## src/rtl/add8u_err_pkg.sv

```systemverilog
// Shared types and width helpers for the approximate-adder error monitors.
package add8u_err_pkg;

  typedef enum logic [1:0] {
    IDLE  = 2'd0,
    SWEEP = 2'd1,
    DRAIN = 2'd2,
    DONE  = 2'd3
  } state_t;

  // Adder result width for W-bit operands.
  function automatic int unsigned sum_w(input int unsigned w);
    return w + 1;
  endfunction

  // Error-count width: enough for 2^(2W) pairs.
  function automatic int unsigned cnt_w(input int unsigned w);
    return 2 * w + 1;
  endfunction

  // Error-sum width: 2^(2W) pairs times at most 2^(W+1)-1 each.
  function automatic int unsigned acc_w(input int unsigned w);
    return 3 * w + 1;
  endfunction

endpackage

```

## src/rtl/abs_diff_u.sv

```systemverilog
// Combinational unsigned absolute difference |x - y| over N bits.
module abs_diff_u #(
  parameter int unsigned N = 9
) (
  input  logic [N-1:0] x,
  input  logic [N-1:0] y,
  output logic [N-1:0] diff_c
);

  always_comb begin
    diff_c = (x >= y) ? (x - y) : (y - x);
  end

endmodule

```

## src/rtl/add8u_err_monitor.sv

```systemverilog
// Exhaustive operand sweep for an external adder, with a two-stage
// sample/accumulate pipeline producing SAE, WCE (with first pair) and error count.
module add8u_err_monitor
  import add8u_err_pkg::*;
#(
  parameter int unsigned W = 8
) (
  input  logic                    clk,
  input  logic                    rst_n,
  input  logic                    start,
  output logic [W-1:0]            op_a,
  output logic [W-1:0]            op_b,
  output logic                    op_valid,
  input  logic [sum_w(W)-1:0]     dut_sum,
  output logic                    busy,
  output logic                    done,
  output logic [acc_w(W)-1:0]     sae,
  output logic [sum_w(W)-1:0]     wce,
  output logic [W-1:0]            wce_a,
  output logic [W-1:0]            wce_b,
  output logic [cnt_w(W)-1:0]     err_cnt
);

  localparam int unsigned SW = sum_w(W);
  localparam int unsigned CW = 2 * W;
  localparam int unsigned EW = cnt_w(W);
  localparam int unsigned AW = acc_w(W);

  state_t        state, state_nxt;
  logic [CW-1:0] pair, pair_nxt;
  logic          valid_nxt, busy_nxt, done_nxt;
  logic          clr_c;

  logic          s1_valid;
  logic [W-1:0]  s1_a, s1_b;
  logic [SW-1:0] s1_exact, s1_dut;
  logic [SW-1:0] err_c;

  // Pair counter doubles as the operand register; it wraps to 0 after the last pair.
  assign op_a = pair[W-1:0];
  assign op_b = pair[CW-1:W];

  always_ff @(posedge clk or negedge rst_n) begin
    if (!rst_n) begin
      state    <= IDLE;
      pair     <= '0;
      op_valid <= 1'b0;
      busy     <= 1'b0;
      done     <= 1'b0;
    end else begin
      state    <= state_nxt;
      pair     <= pair_nxt;
      op_valid <= valid_nxt;
      busy     <= busy_nxt;
      done     <= done_nxt;
    end
  end

  always_comb begin
    state_nxt = state;
    pair_nxt  = pair;
    valid_nxt = 1'b0;
    busy_nxt  = 1'b0;
    done_nxt  = 1'b0;
    clr_c     = 1'b0;
    case (state)
      IDLE, DONE: begin
        if (start) begin
          state_nxt = SWEEP;
          pair_nxt  = '0;
          valid_nxt = 1'b1;
          busy_nxt  = 1'b1;
          clr_c     = 1'b1;
        end else begin
          done_nxt  = (state == DONE);
        end
      end
      SWEEP: begin
        pair_nxt = pair + CW'(1);
        busy_nxt = 1'b1;
        if (pair == '1) begin
          state_nxt = DRAIN;
        end else begin
          valid_nxt = 1'b1;
        end
      end
      DRAIN: begin
        state_nxt = DONE;
        done_nxt  = 1'b1;
      end
      default: begin
        state_nxt = IDLE;
      end
    endcase
  end

  // Stage 1: capture the presented pair, its exact sum and the adder's answer.
  always_ff @(posedge clk or negedge rst_n) begin
    if (!rst_n) begin
      s1_valid <= 1'b0;
      s1_a     <= '0;
      s1_b     <= '0;
      s1_exact <= '0;
      s1_dut   <= '0;
    end else begin
      s1_valid <= op_valid;
      s1_a     <= op_a;
      s1_b     <= op_b;
      s1_exact <= SW'(op_a) + SW'(op_b);
      s1_dut   <= dut_sum;
    end
  end

  abs_diff_u #(
    .N (SW)
  ) u_abs_diff (
    .x      (s1_exact),
    .y      (s1_dut),
    .diff_c (err_c)
  );

  // Stage 2: accumulate; strict compare keeps the earliest worst-case pair.
  always_ff @(posedge clk or negedge rst_n) begin
    if (!rst_n) begin
      sae     <= '0;
      wce     <= '0;
      wce_a   <= '0;
      wce_b   <= '0;
      err_cnt <= '0;
    end else if (clr_c) begin
      sae     <= '0;
      wce     <= '0;
      wce_a   <= '0;
      wce_b   <= '0;
      err_cnt <= '0;
    end else if (s1_valid) begin
      sae     <= sae + AW'(err_c);
      err_cnt <= err_cnt + EW'(err_c != '0);
      if (err_c > wce) begin
        wce   <= err_c;
        wce_a <= s1_a;
        wce_b <= s1_b;
      end
    end
  end

endmodule

```

## config.mk

```make
export PLATFORM = sky130hd
export DESIGN_NAME = add8u_err_monitor
export DESIGN_NICKNAME = d
export VERILOG_FILES = /design/src/rtl/add8u_err_pkg.sv /design/src/rtl/abs_diff_u.sv /design/src/rtl/add8u_err_monitor.sv
export SDC_FILE = /design/constraint.sdc
export NUM_CORES = 1
export LEC_CHECK = 0
export CAP_MARGIN = 25
export CELL_PAD_IN_SITES_DETAIL_PLACEMENT = 1
export CELL_PAD_IN_SITES_GLOBAL_PLACEMENT = 1
export CORE_MARGIN = 8
export CORE_UTILIZATION = 53
export DETAILED_ROUTE_END_ITERATION = 7
export DONT_BUFFER_PORTS = 1
export PLACE_DENSITY_LB_ADDON = 0.1
export SLEW_MARGIN = 25
export SYNTH_ARGS = -nofsm -noshare
export SYNTH_HDL_FRONTEND = slang
export SYNTH_HIERARCHICAL = 1
export SYNTH_SLANG_ARGS = --single-unit
```

## constraint.sdc

```tcl
create_clock -name clk -period 5.7 [get_ports clk]
set_input_delay 0.57 -clock clk [delete_from_list [all_inputs] [get_ports clk]]
set_output_delay 0.57 -clock clk [all_outputs]
set_load 0.01 [all_outputs]
```

==> out/metrics.cfg <==
[status]
status = complete, no violations

[cts]
holdBufCountCts = 1
numCtsBuffers = 17
clkLatencyLatePin_ns = 0.44
cts_setup_buffers = 0
cts_tree = built
cts_sinks = 123
root_buffer = clkbuf_16
htree_levels = 4
ctsResizeCount = 0
clk_pin_slew_ns = 0.06
clock_path_buffers = 2

[placed_design]
place.port_buffers = 0
dp_hpwl_um = 11920
placed_cells = 810
routabilityCongestion = 0.8341
dpl_cell_area_um2 = 6741

[pwr]
powerDensity_nw_per_um2 = 475.2
sw_frac_of_total_pct = 39.55
leakagePower_nw = 3.432
comb_power_share_pct = 34.0
p_int_w = 0.002125
ir_worst_vdd_v = 0.0001925
p_clk_share_pct = 31.5
p_switching_w = 0.001390
p_seq_share_pct = 34.4

[route]
met2WireLength_um = 9010
drtIter0Drc = 282
drt-met1-wl_um = 7218
drc = 0
dr_total_vias = 4991
detail-route-antenna-nets = 0
met3_wirelength_um = 1064
route.top_layer_used = met4
routed_wirelength_um = 17590
dr.pass1.iters = 4
wire_per_inst_um = 20.84
viasPerCell = 5.914

[synth]
async_flop_share_pct = 100.0
synth_seq_cells = 123
synth_ff_type = dfrtp_1
synthTopCellsByArea = dfrtp_1 46%, ha_1 9.6%, xor2_1 4.8%
ys_seq_area_share_pct = 46.47
ys_warn_count = 6
yosys-top-cells-count = 123 x dfrtp_1, 62 x nor2_1, 51 x ha_1
synthCells = 662
synth-edff-count = 0
netlist_area_um2 = 6624
yosys.area.top_type = dfrtp_1
synth_cell_types = 58
synth.most_common_cell = dfrtp_1
synthesis.nets = 729
synth_top_area_share_pct = 46.47
syn_avg_cell_area_um2 = 10.01

[die]
dieArea_um2 = 16330
start_util_pct = 53.36
core_area_um2 = 12410
fp-row-count = 41
io_pins = 98
fp.dieH_um = 127.8
die_w_um = 127.8

[cells_and_area]
diodes = 0
fill_cells = 1374
design_area_um2 = 7398
syn2layout_area_growth_pct = 11.69
final_nets = 726
layout-drive-gt1-share_pct = 7.589
final_cells = 844

[sta]
setup_tns_ns = 0
final.period_utilization_pct = 79.63
slew_violations = 0
slew_headroom_pct = 38.86
setup_violations = 0
period_needed_ns = 4.539
max_freq_ghz = 0.2203
fin_skew_ns = 0.01168
holdWs_ns = 0.09802
worst_pin_slew_ns = 0.9137
hold_viol_final = 0
rsz0062_at_grt = false

[setup_path]
slowest_delay_ns = 0.61
reg2reg_depth = 16
cp.required_ns = 6.01
cpMaxStageDelayCell = o41ai_1
endpoint_kind = flop
worstSetupStartpointType = flop
path_max_fanout = 32
crit_chain = inv_1, ha_1, and4_1, a221o_1, a21oi_4, nand2_4, mux2i_1, xor2_1, ha_1, a21oi_1, nor2b_1, o41ai_1, a21oi_4, buf_16, nand3_1, o21ai_0
worstPathArrival_ns = 4.85
crit_type = flop to flop

[grt]
antenna_found_initial = 0
grt_pass1_wl_um = 28680
grt_pass1_vias = 5377
overflow = 0
track_usage_pct = 22.54
grt_max_degree = 124

[worst_hold_path]
holdCritPathClass = input port to asynchronous set/reset pin

[run]
maxCapViolations = 0

[metal layers]
metal	up-vias	GRT usage, %
met1	2533	25.63
li1	2307	-
met5	-	0
met2	121	39.08
met4	0	8.042
met3	30	7.030
[critical path, delay by kind of cell (launching register included)]
family / cells / cell delay, ns
flops: 1 / 0.41
buf+inv: 2 / 0.35
compound gates: 6 / 1.78
mux: 1 / 0.21
xor+xnor: 1 / 0.41
simple gates: 4 / 0.57
fa+ha+maj: 2 / 0.68
[kinds of logic after synthesis]
logic type,Yosys count,synth area share (%)
flip-flops,123,46.47
adder cells (fa/ha/maj),55,10.84
AND/OR/NAND/NOR,214,15.85
multiplexers,19,2.890
buffers and inverters,65,4.231
AO/OA/AOI/OAI,134,12.84
XOR/XNOR,52,6.876
[final timing paths]
kind                              end        from  slack [ns]
setup / recovery             wce_a[0]   s1_dut[1]        1.16
hold / removal             err_cnt[3]       rst_n         0.1
setup reg to reg             wce_a[0]   s1_dut[1]        1.16
hold reg to reg              s1_valid    op_valid        0.47
max in group asynchronous   s1_dut[6]       rst_n        5.13
min in group clk            s1_dut[8]  dut_sum[8]        0.16
[sequential cells by signal (all words and copies together), names as in the netlist, 2 cells and up]
name,flops
sae,25
wce,9
wce_a,8
wce_b,8
pair,16
s1_a,8
state,2
s1_b,8
err_cnt,17
s1_dut,9
s1_exact,9
[power by group through the flow]
stage / logic (W) / clock network (W) / registers, W
2_1_floorplan: 0.000891 / 0 / 0.00115
3_3_place_gp: 0.00107 / 0 / 0.00122
3_5_place_dp: 0.00113 / 0 / 0.00123
4_1_cts: 0.00118 / 0.00113 / 0.00122
5_1_grt: 0.00133 / 0.00116 / 0.00123
6_report: 0.00120 / 0.00111 / 0.00121
[area by class of cell]
class	instances	area [µm²]	area share (%)
Timing Repair Buffer	4	70.07	0.9471
Multi-Input combinational cell	474	3287	44.43
Tap cell	172	215.2	2.909
Clock inverter	13	168.9	2.283
Inverter	39	146.4	1.979
Clock buffer	19	432.9	5.852
Sequential cell	123	3078	41.60
[cell usage in the layout (no fill, tap or decap), types with 4 or more instances in the layout]
| master | n |
|---|---|
| nor2_1 | 61 |
| nand4_1 | 9 |
| nand2_1 | 48 |
| nand2b_1 | 4 |
| nor2b_1 | 5 |
| clkinv_4 | 6 |
| xor2_1 | 36 |
| xnor2_1 | 16 |
| or3_1 | 11 |
| o21ai_1 | 4 |
| o21ai_0 | 40 |
| o2111ai_1 | 4 |
| a21o_1 | 6 |
| mux2i_1 | 18 |
| dfrtp_1 | 123 |
| inv_1 | 39 |
| and3_1 | 8 |
| and4_1 | 6 |
| a211oi_1 | 4 |
| a21oi_1 | 39 |
| nand3_1 | 45 |
| o31ai_1 | 8 |
| ha_1 | 51 |
| fa_1 | 4 |
| clkbuf_16 | 17 |
[per-stage QoR]
stage	total power [W]	setup slack [ns]	util, %
floorplan	0.002041	2.010	-
global placement	0.002289	1.445	54.30
detailed placement	0.002353	1.217	54.30
CTS	0.003520	1.153	59.37
global route	0.003726	0.9418	59.59
finish	0.003516	1.161	59.59
Power figures use the tool's default switching activity.
